[src/rtl/mul_issue_ctrl.sv]
// ---------------------------------------------------------------------------
// mul_issue_ctrl
//   Shares one 64x64 combinational multiplier (128-bit unsigned product)
//   between two VLIW issue lanes. In IDLE it grants at most one lane, using a
//   round-robin pointer to pick a lane when both are valid. On the accepting
//   edge it latches the lane, the tag, the result sign, and the operand
//   magnitudes. It then holds the operands on mul_a/mul_b for LAT cycles.
//   Next it captures the product, re-signed if needed. Finally it presents
//   the result on a valid/ready response channel until writeback takes it.
//
// Parameters
//   LAT    multiplier settle cycles (>= 1)
//   TAG_W  destination tag width
//
// Ports
//   clk, rst              clock (rising edge), asynchronous active-high reset
//   req_valid[1:0]        per-lane multiply request
//   req_ready[1:0]        per-lane accept (one-hot or zero, only in IDLE)
//   req_sgn[1:0]          per-lane operands are two's-complement signed
//   req_a0/req_b0         lane 0 operands
//   req_a1/req_b1         lane 1 operands
//   req_tag0/req_tag1     lane 0/1 destination tags
//   mul_a/mul_b           operand magnitudes driven to the multiplier
//   mul_p                 unsigned product returned by the multiplier
//   rsp_valid/rsp_ready   response handshake
//   rsp_lane/rsp_tag      origin lane and tag of the returned op
//   rsp_prod              final 128-bit product
//   busy                  controller is not idle
// ---------------------------------------------------------------------------
module mul_issue_ctrl #(
  parameter int unsigned LAT   = 2,
  parameter int unsigned TAG_W = 5
) (
  input  logic               clk,
  input  logic               rst,
  input  logic [1:0]         req_valid,
  output logic [1:0]         req_ready,
  input  logic [1:0]         req_sgn,
  input  logic [63:0]        req_a0,
  input  logic [63:0]        req_b0,
  input  logic [63:0]        req_a1,
  input  logic [63:0]        req_b1,
  input  logic [TAG_W-1:0]   req_tag0,
  input  logic [TAG_W-1:0]   req_tag1,
  output logic [63:0]        mul_a,
  output logic [63:0]        mul_b,
  input  logic [127:0]       mul_p,
  output logic               rsp_valid,
  input  logic               rsp_ready,
  output logic               rsp_lane,
  output logic [TAG_W-1:0]   rsp_tag,
  output logic [127:0]       rsp_prod,
  output logic               busy
);

  localparam int unsigned CW = (LAT < 2) ? 1 : $clog2(LAT + 1);

  typedef enum logic [1:0] {
    S_IDLE,
    S_BUSY,
    S_DONE
  } state_e;

  state_e             state_q, state_d;
  logic               rr_ptr_q;
  logic [CW-1:0]      cnt_q;
  logic               neg_q;
  logic               lane_q;
  logic [TAG_W-1:0]   tag_q;
  logic [63:0]        ma_q, mb_q;
  logic [127:0]       prod_q;

  // Arbitration and operand preparation for the lane that would win now
  logic               win;
  logic [1:0]         gnt;
  logic               accept;
  logic               sel_sgn;
  logic [63:0]        sel_a, sel_b;
  logic [63:0]        mag_a, mag_b;
  logic               neg_d;
  logic [127:0]       final_p;

  always_comb begin
    case (req_valid)
      2'b01:   win = 1'b0;
      2'b10:   win = 1'b1;
      2'b11:   win = rr_ptr_q;
      default: win = 1'b0;
    endcase
  end

  always_comb begin
    sel_a   = win ? req_a1 : req_a0;
    sel_b   = win ? req_b1 : req_b0;
    sel_sgn = req_sgn[win];
    // Negating 0x8000..0 wraps back to itself, which is the correct
    // unsigned magnitude of -2^63.
    mag_a   = (sel_sgn && sel_a[63]) ? (~sel_a + 64'd1) : sel_a;
    mag_b   = (sel_sgn && sel_b[63]) ? (~sel_b + 64'd1) : sel_b;
    neg_d   = sel_sgn & (sel_a[63] ^ sel_b[63]);
    final_p = neg_q ? (~mul_p + 128'd1) : mul_p;
  end

  // State register
  always_ff @(posedge clk or posedge rst) begin
    if (rst) state_q <= S_IDLE;
    else     state_q <= state_d;
  end

  // Next-state logic
  always_comb begin
    state_d = state_q;
    case (state_q)
      S_IDLE: if (accept)               state_d = S_BUSY;
      S_BUSY: if (cnt_q == CW'(1))      state_d = S_DONE;
      S_DONE: if (rsp_ready)            state_d = S_IDLE;
      default:                          state_d = S_IDLE;
    endcase
  end

  // Output logic
  always_comb begin
    gnt = 2'b00;
    if (state_q == S_IDLE && req_valid != 2'b00)
      gnt = win ? 2'b10 : 2'b01;
    accept    = (gnt != 2'b00);
    req_ready = gnt;
    rsp_valid = (state_q == S_DONE);
    busy      = (state_q != S_IDLE);
  end

  // Operand / result datapath
  always_ff @(posedge clk or posedge rst) begin
    if (rst) begin
      rr_ptr_q <= 1'b0;
      cnt_q    <= '0;
      neg_q    <= 1'b0;
      lane_q   <= 1'b0;
      tag_q    <= '0;
      ma_q     <= '0;
      mb_q     <= '0;
      prod_q   <= '0;
    end else if (accept) begin
      rr_ptr_q <= ~win;
      cnt_q    <= CW'(LAT);
      neg_q    <= neg_d;
      lane_q   <= win;
      tag_q    <= win ? req_tag1 : req_tag0;
      ma_q     <= mag_a;
      mb_q     <= mag_b;
    end else if (state_q == S_BUSY) begin
      cnt_q <= cnt_q - CW'(1);
      if (cnt_q == CW'(1))
        prod_q <= final_p;
    end
  end

  assign mul_a    = ma_q;
  assign mul_b    = mb_q;
  assign rsp_lane = lane_q;
  assign rsp_tag  = tag_q;
  assign rsp_prod = prod_q;

endmodule
[config.mk]
export PLATFORM = sky130hd
export DESIGN_NAME = mul_issue_ctrl
export DESIGN_NICKNAME = d
export VERILOG_FILES = /design/src/rtl/mul_issue_ctrl.sv
export SDC_FILE = /design/constraint.sdc
export NUM_CORES = 1
export LEC_CHECK = 0
export ABC_AREA = 1
export CAP_MARGIN = 0
export CORE_MARGIN = 8
export CORE_UTILIZATION = 30
export DETAILED_ROUTE_END_ITERATION = 7
export PLACE_DENSITY_LB_ADDON = 0.25
export SLEW_MARGIN = 40
export SYNTH_ARGS = -nofsm -noshare
export SYNTH_HDL_FRONTEND = slang
export SYNTH_SLANG_ARGS = --single-unit
[constraint.sdc]
create_clock -name clk -period 20.2 [get_ports clk]
set_input_delay 4.04 -clock clk [delete_from_list [all_inputs] [get_ports clk]]
set_output_delay 4.04 -clock clk [all_outputs]
set_load 0.02 [all_outputs]
# Word level (Yosys, flattened, before mapping)
# Index checks and enable logic that the tools add are counted.
# classes
magnitude_cmp,1
shifts,0
mul,0
div_mod_pow,0
muxes,17
add_sub_neg,4
n_eq_ne,8
n_bitwise,7
reduce_logical,10
# ops
cell,count
2-to-1 mux 64 bit,4
"adder 128 x 1 -> 128 bit, second input constant",1
"adder 64 x 1 -> 64 bit, second input constant",2
2-to-1 mux 128 bit,1
inverter 128 bit,1
inverter 64 bit,2
2-to-1 mux 2 bit,7
nonzero test 2 bit,4
"equality test 2 bit, second input constant",3
one-hot mux 2 bit (3 select lines),1
AND reduction 3 bit,2
2-to-1 mux 5 bit,1
"equality test 2 x 1 -> 1 bit, second input constant",2
"inequality test 2 bit, second input constant",2
logical AND 1 bit,3
zero test 2 bit,1
"less-than comparator 1 x 2 -> 1 bit, second input constant",1
2-to-1 mux 1 bit,2
"inequality test 2 x 1 -> 1 bit, second input constant",1
inverter 1 bit,2
one-hot mux 1 bit (2 select lines),1
"subtractor 2 x 1 -> 2 bit, second input constant",1
bitwise AND 1 bit,1
bitwise XOR 1 bit,1
# totals
wordCells,56
latchBits,0
mem_count,0
output_inout_bits,266
mem_bits_ro,0
ram_bits,0
in_bits,401
reg_bits,268

# Longest topological paths before layout
# logic_depth
word_depth,7
ltp_mapped,19
depth_no_buf,16

# Least setup slack after synthesis
# OpenSTA, ideal clock, no wires.
# synth_timing
path_type,in2out
startpoint,in req_valid[1]
endpoint,out req_ready[1]
setup_slack_ns,10.814
required_ns,16.160
cell_stages,7
arrival_time_ns,5.346
path_cell_list,buf_4 > nand2_4 > buf_6 > buf_2 > buf_2 > clkbuf_1 > nor2_1
# synth_between
elab_chain_len,4
elab_cells_between_ends,7
classes_between,eq/ne: 2; mux: 3; reduce/logical: 2
# synth_rtl
element,line_no,source
from (decl),36,"input logic [1:0] req_valid,"
equality test 2 bit,84,case (req_valid)
one-hot mux 1 bit (2 select lines),84,
2-to-1 mux 2 bit,125,gnt = win ? 2'b10 : 2'b01;
2-to-1 mux 2 bit *,124,if (state_q == S_IDLE && req_valid != 2'b00)
to (decl),37,"output logic [1:0] req_ready,"
# Mark *: on every way between the ends. The rest lies on a longest branch, timed or not.

# Worst setup path in the final report
# layout_timing
startpoint,in req_valid[0]
endpoint,out req_ready[1]
# Same word-level chain as after synthesis.

==> impl_results.md <==
- Status: completed
- Synth Area in Simple Gates: 0.487
- PnR worst setup slack: 9420 ps
- Largest family of logic cells by synthesized area: simple AND/OR/NAND/NOR gates
- Die H: 285 µm
- Cell area power density: 129 nW/µm²
- Final setup vio count: 0
- RSZ-0062 raised after global routing: no
- Most frequent cells in the layout: nand2_1 (1469), clkdlybuf4s50_1 (665), nor2_1 (481)
- Final worst-path cycle share: 0.534
- Routed Antenna Nets: 0
- CTS resizes: 0
- Yosys top cell area share: 0.310
- Final net count: 4669
- XOR/XNOR share of the synthesized area: 0.0457
- Ys Warns: 0
- Min Tclk post-route: 10780 ps
- Pin count of the biggest net entering global routing: 177
- Post-synthesis mux area share: 0
- Syn Std Cell Area: 21700 µm²
- Buffers on Ports: 666
- Clock root cell: clkbuf_16
- Initial antenna violation count: 22
- Wire length per cell: 21.3 µm
- Clk_skew: 12.9 ps
- First-pass GRT wire length: 163000 µm
- Syn Nets: 4085
- CTS H-tree lvls: 2
- TritonCTS clock tree: yes
- Worst Path Max Fanout: 63
- Crit path launch type: input pin
- Static Leak: 14.3 nW
- Worst-margin pin slew: 819 ps
- Non-Filler Instances: 5251
- Fillers: 7754
- Arrival time at the worst endpoint: 6740 ps
- DIE AREA: 81100 µm²
- Setup Fix Bufs, Post-CTS: 0
- Std-Cell Rows: 98
- Synth top area cells: dfrtp_1 (31%), nand2_1 (25%), nand3_1 (8.8%), nor2_1 (8.4%), inv_1 (6.4%)
- Finished Core Util: 0.426
- DRT iter0 DRCs: 1789
- IO Pins: 667
- Post-synthesis instance total: 3680
- Most common cell after layout, fill and taps aside: nand2_1
- Slew margin rel.: 0.454
- HPWL Detailed: 91000 µm
- Highest Clock Rate: 92.8 MHz
- Post-DR vias/cell: 4.85
- Drt drc: 0
- Core Area: 71500 µm²
- Seq cells post-synth: 268
- # Max-Cap Violations: 0
- GR Util All Layers: 0.263
- CP endpoint kind: output port
- Total Wirelength: 112000 µm
- GP Congestion: 0.978
- Synth Area in Adders: 0.00231
- Final slew viol count: 0
- Max VDD drop: 87.0 µV
- Share of cells above drive strength 1: 0.0275
- HP Class: reg2reg
- Vias: 25500
- Sequential element share of the synthesized area: 0.310
- Hold-fix buffers at CTS: 0
- Grt total ovfl: 0
- Max Buffers Root-to-Sink: 3
- Die W: 285 µm
- CTS Buf Count: 36
- Via count of the first global-routing pass: 25100
- Place WS: 9420 ps
- Synth Area in Compound Gates: 0.0642
- CTS Sinks: 268
- Placed cells: 5176
- Mean post-synth cell area: 5.89 µm²
- Area leader, netlist: dfrtp_1
- CP Data Required Time: 16160 ps
- TNS Setup: 0 ps
- Clock-pin slew on the worst setup and hold paths: 50 ps
- Setup CP Type: in2out
- Synth-to-Final Area Change: 40.7%
- Initial Utilization: 0.303
- Final hold violations: 0
- Drt first pass iters: 6
- Worst-Skew Late Latency: 550 ps
- Library cells used by synthesis: 41
## cell families after synthesis
group,after synthesis
AND/OR/NAND/NOR,2532
adder cells (fa/ha/maj),4
buffers and inverters,507
XOR/XNOR,113
AO/OA/AOI/OAI,256
flip-flops,268
## synthesized netlist by cell type, drive strengths merged
cell       n
and3       1
o21ai    195
nor3      14
ha         4
nor4       4
nand2   1479
xor2     107
clkbuf    71
a31oi      6
nor3b      1
o211ai     4
o41ai      1
or2       13
a21oi     25
o31ai     11
nand3    379
buf       66
nand3b    57
o21bai    10
dfrtp    268
xnor2      6
inv      370
a211oi     1
a41oi      1
nor2     486
a41o       1
nand4     95
and2       3
o21a       1
## per-layer routing
metal	vias to the layer above	part of all wire	track usage
met1	11700	0.39	0.302
met4	24	0.032	0.0771
met2	867	0.50	0.475
li1	12800	-	-
met3	158	0.077	0.0702
met5	-	0.0014	0
## sequential cells by signal, indices dropped and copies added (netlist names)
| name | cells |
|---|---|
| state_q | 2 |
| rr_ptr_q | 1 |
| rsp_tag | 5 |
| rsp_prod | 128 |
| mul_b | 64 |
| neg_q | 1 |
| rsp_lane | 1 |
| cnt_q | 2 |
| mul_a | 64 |
## per-stage QoR
step | total power, mW | area, µm² | hold WS, ps
detailed placement | 3.26 | 29200 | 465
finish | 3.94 | 30500 | 476
global placement | 3.24 | 29100 | 462
floorplan | 2.17 | 21700 | 464
CTS | 3.99 | 30500 | 480
global route | 4.21 | 30500 | 493
## critical path, cell delays in order
cell	delay, ps
clkdlybuf4s50_1	650
nand2_4	500
nand2_8	360
nor2_1	450
clkdlybuf4s50_1	690
## path summary, 6_finish.rpt
check	slack (ps)	end	startpoint	cells after the start
max	9420	req_ready[1]	req_valid[0]	5
min	480	rsp_prod[72]	rsp_prod[72]	2
max reg2reg	15930	mul_a[26]	rr_ptr_q	10
min reg2reg	480	rsp_prod[72]	rsp_prod[72]	2
max in group asynchronous	14800	neg_q	rst	3
min in group asynchronous	4030	rsp_prod[78]	rst	2
## cell type report
type | count | area [µm²] | area share
Clock inverter | 15 | 246 | 0.00809
Inverter | 370 | 1410 | 0.0461
Antenna cell | 11 | 27.5 | 0.000903
Multi-Input combinational cell | 2905 | 13000 | 0.428
Tap cell | 950 | 1190 | 0.0390
Sequential cell | 268 | 6710 | 0.220
Clock buffer | 49 | 1040 | 0.0342
Timing Repair Buffer | 683 | 6820 | 0.224
## where the power goes
group / switching, mW / total (mW) / internal, mW
Sequential: 0.168 / 0.981 / 0.813
Combinational: 1.39 / 2.24 / 0.859
Clock: 0.271 / 0.711 / 0.439
Total: 1.83 / 3.94 / 2.11
Note: power is estimated with default switching activity, not from simulation.
